**config.mk**
```make
export PLATFORM = sky130hd
export DESIGN_NAME = fma16_result_q
export DESIGN_NICKNAME = d
export VERILOG_FILES = /design/src/rtl/fma16_result_q.sv
export SDC_FILE = /design/constraint.sdc
export NUM_CORES = 1
export LEC_CHECK = 0
export ABC_AREA = 0
export CAP_MARGIN = 20
export CORE_ASPECT_RATIO = 1.4
export CORE_UTILIZATION = 35
export CTS_BUF_LIST = sky130_fd_sc_hd__clkbuf_8
export DETAILED_ROUTE_END_ITERATION = 12
export HOLD_SLACK_MARGIN = 0.12
export PLACE_DENSITY = 0.63
export RECOVER_POWER = 100
export SYNTH_ARGS = -nofsm -noshare
export SYNTH_HDL_FRONTEND = slang
export SYNTH_SLANG_ARGS = --single-unit
export TNS_END_PERCENT = 30
```
**constraint.sdc**
```tcl
create_clock -name clk -period 2.1 [get_ports clk]
set_input_delay 0.42 -clock clk [delete_from_list [all_inputs] [get_ports clk]]
set_output_delay 0.42 -clock clk [all_outputs]
set_load 0.01 [all_outputs]
```
**src/rtl/fma16_result_q.sv**
```systemverilog
// fma16_result_q
// Result/flag capture queue placed directly after the combinational
// half-precision FMA. Captures {result, flags} pairs into a DEPTH-entry
// FIFO with first-word fall-through and maintains a sticky accrued-exception
// register that software can clear.
//
// Ports
//   clk, resetn            : clock, asynchronous active-low reset
//   in_valid/in_ready      : enqueue handshake (in_ready = not full)
//   in_result, in_flags    : binary16 result and {NV, OF, UF, NX} from FMA
//   out_valid/out_ready    : dequeue handshake (out_valid = not empty)
//   out_result, out_flags  : head entry, forced to zero when empty
//   accflags, clracc       : sticky OR of accepted flags, synchronous clear
//   count                  : current occupancy, 0..DEPTH
module fma16_result_q #(
    parameter int DEPTH = 4
) (
    input  logic                       clk,
    input  logic                       resetn,
    input  logic                       in_valid,
    output logic                       in_ready,
    input  logic [15:0]                in_result,
    input  logic [3:0]                 in_flags,
    output logic                       out_valid,
    input  logic                       out_ready,
    output logic [15:0]                out_result,
    output logic [3:0]                 out_flags,
    output logic [3:0]                 accflags,
    input  logic                       clracc,
    output logic [$clog2(DEPTH):0]     count
);

    localparam int PW = $clog2(DEPTH);
    localparam int CW = PW + 1;

    logic [19:0]   mem_q [DEPTH];
    logic [19:0]   mem_d [DEPTH];
    logic [PW-1:0] wr_ptr_q, wr_ptr_d;
    logic [PW-1:0] rd_ptr_q, rd_ptr_d;
    logic [CW-1:0] count_q, count_d;
    logic [3:0]    acc_q, acc_d;

    logic enq_fire;
    logic deq_fire;
    logic [19:0] head;

    // Handshake status depends on registered occupancy only, so a dequeue
    // while full does not open in_ready in the same cycle.
    assign in_ready  = (count_q != CW'(DEPTH));
    assign out_valid = (count_q != '0);
    assign enq_fire  = in_valid & in_ready;
    assign deq_fire  = out_valid & out_ready;

    assign head       = out_valid ? mem_q[rd_ptr_q] : 20'h0_0000;
    assign out_result = head[19:4];
    assign out_flags  = head[3:0];
    assign accflags   = acc_q;
    assign count      = count_q;

    always_comb begin
        mem_d    = mem_q;
        wr_ptr_d = wr_ptr_q;
        rd_ptr_d = rd_ptr_q;
        count_d  = count_q;

        if (enq_fire) begin
            mem_d[wr_ptr_q] = {in_result, in_flags};
            wr_ptr_d        = wr_ptr_q + PW'(1);
        end
        if (deq_fire) begin
            rd_ptr_d = rd_ptr_q + PW'(1);
        end

        if (enq_fire && !deq_fire) begin
            count_d = count_q + CW'(1);
        end else if (!enq_fire && deq_fire) begin
            count_d = count_q - CW'(1);
        end

        // A clear and a flagged enqueue in the same cycle keep the new flags.
        acc_d = (clracc ? 4'b0000 : acc_q) | (enq_fire ? in_flags : 4'b0000);
    end

    always_ff @(posedge clk or negedge resetn) begin
        if (!resetn) begin
            wr_ptr_q <= '0;
            rd_ptr_q <= '0;
            count_q  <= '0;
            acc_q    <= 4'b0000;
        end else begin
            wr_ptr_q <= wr_ptr_d;
            rd_ptr_q <= rd_ptr_d;
            count_q  <= count_d;
            acc_q    <= acc_d;
        end
    end

    // Storage is not reset; empty masking hides stale contents.
    always_ff @(posedge clk) begin
        mem_q <= mem_d;
    end

endmodule
```
# Yosys cells after proc, flatten, opt, wreduce, memory -nomap -nowiden
# Cells that the tools add are included.
# word_totals
input_bits,25
mem_bits_rw,0
latch_bits,0
word_cells,39
n_memories,0
mem_bits_ro,0
output_inout_bits,29
ff_bits,91
# op_classes
mux,11
add_sub_neg,4
shifts,0
eq_ne,1
order_cmp,3
n_mul,0
bitwise_logic,5
div,0
n_reduce_logical,7
# ops
op,count
$bwmux 80,1
$mux 20,4
$bmux 20 s2,1
$demux 20 s2,1
$mux 4,2
$ge 3x3->1 const B,2
$mux 3,2
$not 2->3,2
$add 2x1->2 const B,2
$or 4x4->4,1
$add 3x1->3 const B,1
$logic_and 1x1->1,3
$lt 3x1->1 const B,1
$ne 3x3->1 const B,1
$reduce_bool 3->1,1
$sub 3x1->3 const B,1
$and 1x1->1,2
$logic_not 1->1,2
$reduce_bool 2->1,1

# Depth between registers and ports, before layout
# logic_depth
ltp_word,6
ltp_mapped,9
depth_no_buf,8

# Worst setup path before layout
# No wires, ideal clock.
# synth_timing
path_kind,register -> register
from,register count_q[0] (netlist: count[0])
to,register count_q[2] (netlist: count[2])
period_less_slack_ns,2.032
path_slack_ns,0.068
arrival_ns,1.952
setup_time_ns,0.079
required_time_ns,2.021
path_buffers,1
stages_incl_launch_ff,10
cell_sequence,dfrtp_1 nor2_1 a21boi_0 buf_2 ha_1 inv_1 fa_1 xor2_1 nor2_1 xor2_1
# synth_via
elab_chain_cells,5
word_cells_on_any_way,13
classes_between,2 x add/sub; 1 x eq/ne; 2 x mux; 2 x bitwise; 6 x reduce/logical
# synth_lines
item,line_no,text
start: declaration,40,"logic [CW-1:0] count_q, count_d;"
start signal: assignment,93,count_q <= count_d;
$ne 3x3->1 (*),49,assign in_ready = (count_q != CW'(DEPTH));
$and 1x1->1 (*),51,assign enq_fire = in_valid & in_ready;
via enq_fire,43,logic enq_fire;
$logic_not 1->1,76,end else if (!enq_fire && deq_fire) begin
$logic_and 1x1->1,76,
$reduce_bool 2->1 (no source line),-,
# Mark *: on every way through the listed nets, which the timed path passes. The rest lies on a longest branch. The select of a mux whose other input is x is not followed.
# A chain may end at the register's enable or synchronous reset.

# Final worst setup path
# layout_timing
from,register rd_ptr_q[0]
to,output out_result[12]
# layout_via
elab_chain_cells,5
# layout_lines
item,line_no,text
start: declaration,39,"logic [PW-1:0] rd_ptr_q, rd_ptr_d;"
start signal: assignment,92,rd_ptr_q <= rd_ptr_d;
$not 2->3 (implied by the code),54,assign head = out_valid ? mem_q[rd_ptr_q] : 20'h0_0000;
$bmux 20 s2,54,
$mux 20 (implied by the code) (2 in series),54,
$mux 20,54,
end: declaration,26,"output logic [15:0] out_result,"
# Every way passes these cells. The select of a mux whose other input is x is not followed.

==> impl_metrics.env <==
export IMPL_period_minus_slack_ns=2.24
export IMPL_reg2reg_slack_ns=0.03
export IMPL_nets=297
export IMPL_cp_end_kind="output port"
export IMPL_vias=1841
export IMPL_grt_pass1_vias=2004
export IMPL_leakage_nw=1.78
export IMPL_path_class="flip-flop to output port"
export IMPL_rsz0062_at_grt="true"
export IMPL_ys_warn_count=0
export IMPL_critPathRequiredTime_ns=1.68
export IMPL_relSlewSlack_pct=63.1
export IMPL_holdCritPathClass="primary input to async pin"
export IMPL_ys_types=20
export IMPL_grt_antenna_before_repair=0
export IMPL_violations="negative setup slack"
export IMPL_worst_pin_slew_ns=0.552
export IMPL_dr_pass1_iters=4
export IMPL_rows=43
export IMPL_cts_sinks=91
export IMPL_critical_path_max_fanout=5
export IMPL_netlist_top_cells_area="edfxtp_1, mux4_2, dfrtp_1, and2_1, ha_1"
export IMPL_port_buffers=53
export IMPL_grt_overflow=0
export IMPL_post_dp_hpwl_mm=4.65
export IMPL_layout_drive_gt1_share_pct=39.1
export IMPL_wl_per_cell_microns=16.3
export IMPL_grt_max_degree=16
export IMPL_finish_utilization_pct=48.5
export IMPL_finalHoldViolCount=0
export IMPL_yosysSeqAreaShare_pct=75.0
export IMPL_period_share_pct=107
export IMPL_synth_top_area_share_pct=67.3
export IMPL_grt_pass1_wl_mm=10.6
export IMPL_ios=54
export IMPL_cts_tree="done"
export IMPL_ir_worst_vdd_v=0.000575
export IMPL_layout_setup_ws_ns=-0.142
export IMPL_dieWidth_microns=87.4
export IMPL_synth_cells=171
export IMPL_max_freq_mhz=446
export IMPL_synth_seq_cells=91
export IMPL_dpl_cell_count=380
export IMPL_dr_first_iter_drc_count=144
export IMPL_syn_area_sq_um=3570
export IMPL_grt_total_usage_pct=14.0
export IMPL_cts_max_level=3
export IMPL_yosys_area_top_type="edfxtp_1"
export IMPL_core_area_sq_um=9900
export IMPL_initial_core_util_pct=36.1
export IMPL_cts_buffers_inserted=9
export IMPL_drc=0
export IMPL_viasPerCell=4.53
export IMPL_dieArea_sq_um=10600
export IMPL_maxCapViolations=0
export IMPL_postRouteAntennaNets=0
export IMPL_clk_pin_slew_ns=0.09
export IMPL_syn_num_nets=202
export IMPL_syn_area_per_cell_sq_um=20.9
export IMPL_clk_latency_ns=0.36
export IMPL_cp_arrival_ns=1.82
export IMPL_dieHeight_microns=122
export IMPL_hold_buffers=0
export IMPL_fin_worst_skew_ns=0.0135
export IMPL_wirelength_mm=6.64
export IMPL_n_antenna_cell=0
export IMPL_place_gp_congestion=0.726
export IMPL_cts_root_buf="clkbuf_8"
export IMPL_run_status="complete, but fails checks"
export IMPL_areaGrowthSynthToFinish_pct=34.4
export IMPL_critPathLaunchType="flip-flop"
export IMPL_final_max_slew_violation_count=0
export IMPL_power_density_nw_per_um2=1430
export IMPL_clock_path_buffers=2
export IMPL_setup_viol=20
export IMPL_instances_no_fill=406
## per-layer routing
metal / vias to the layer above / wire [microns] / track usage [%] / part of all wire (%)
li1: 853 / - / - / -
met1: 930 / 2660 / 17.0 / 40
met2: 42 / 3520 / 23.1 / 53
met3: 16 / 280 / 3.46 / 4.2
met4: 0 / 183 / 7.17 / 2.8
met5: - / 0 / 0 / 0
## worst paths after layout
path | start | endpoint | cells after the start
hold reg to reg | accflags[2] | accflags[2] | 1
min in group clk | accflags[2] | accflags[2] | 1
max in group asynchronous | resetn | rd_ptr_q[0] | 1
setup / recovery | rd_ptr_q[0] | out_result[12] | 5
hold / removal | resetn | rd_ptr_q[1] | 1
setup reg to reg | count[2] | count[2] | 8
## power breakdown
| group | switching (mW) | internal, mW |
|---|---|---|
| Combinational | 1.25 | 1.87 |
| Clock | 0.550 | 0.652 |
| Sequential | 0.132 | 2.40 |
## cells by family (layout without fill, tap and decap cells)
group | Yosys count | in the layout | share of synthesized area, %
AOI/OAI and AO/OA | 5 | 5 | 1.19
xor gates and xnor gates | 6 | 6 | 1.47
adders and majority gates | 6 | 6 | 2.31
buffers and inverters | 11 | 111 | 1.68
DFF | 91 | 91 | 75.0
muxes | 22 | 22 | 13.5
and+or+nand+nor | 30 | 30 | 4.94
## cell usage in the layout, fill, tap and decap left out
master           count
a21boi_0             1
a22o_1               4
and2_0               1
and2_1               9
and2_4              14
buf_12               2
buf_2                6
buf_4               19
buf_6               28
bufinv_16            2
clkbuf_1             1
clkbuf_2             2
clkbuf_8             9
clkdlybuf4s50_1      4
clkinv_2             1
dfrtp_1             10
dfrtp_2              1
dlygate4sd2_1        1
dlygate4sd3_1       28
edfxtp_1            80
fa_1                 1
ha_1                 5
inv_1                8
mux2_2               2
mux4_2              20
nand2_1              2
nand3_1              1
nor2_1               2
or3_1                1
xnor2_1              4
xor2_1               2
## stage by stage
stage	total power [mW]	hold WS, ns	cell area (sq um)	setup WS, ns	TNS [ns]
finish	6.85	0.481	4800	-0.142	-1.97
global route	7.27	0.521	4800	-0.211	-5.57
CTS	6.64	0.423	4700	-0.186	-2.54
detailed placement	5.34	0.498	4450	-0.265	-3.53
global placement	5.30	0.500	4450	-0.245	-3.06
floorplan	3.97	0.124	3570	0.0684	0
## synthesized netlist by cell type (all sizes together)
library cell  number
mux4              20
buf                5
or3                1
a21boi             1
nand3              1
nand2              2
fa                 1
and2              24
ha                 5
nor2               2
xnor2              4
clkbuf             2
xor2               2
mux2               2
dfrtp             11
edfxtp            80
inv                4
a22o               4
## cell type report
type / instances / area (sq um)
Clock buffer: 9 / 124
Clock inverter: 7 / 80.1
Fill cell: 860 / 5100
Inverter: 4 / 15.0
Multi-Input combinational cell: 69 / 862
Sequential cell: 91 / 2680
Tap cell: 135 / 169
Timing Repair Buffer: 91 / 871
## what timing repair did
item                                    in CTS  in global routing
resized for setup                          105                 26
buffers inserted                             9                  2
endpoints found under the setup margin      21                 22
cloned                                       0                  0
pin swaps                                   18                  3
## sequential cells by signal (all words and copies together), names as in the netlist
signal and flops:
mem_q 80, accflags 4, count 3, rd_ptr_q 2
wr_ptr_q 2
## worst max-delay path, stage by stage (launching register included)
cell and delay (ns):
dfrtp_2 0.45, buf_6 0.14, buf_4 0.10, mux4_2 0.49, and2_1 0.15, buf_2 0.13
Note: power is estimated with default switching activity, not from simulation.
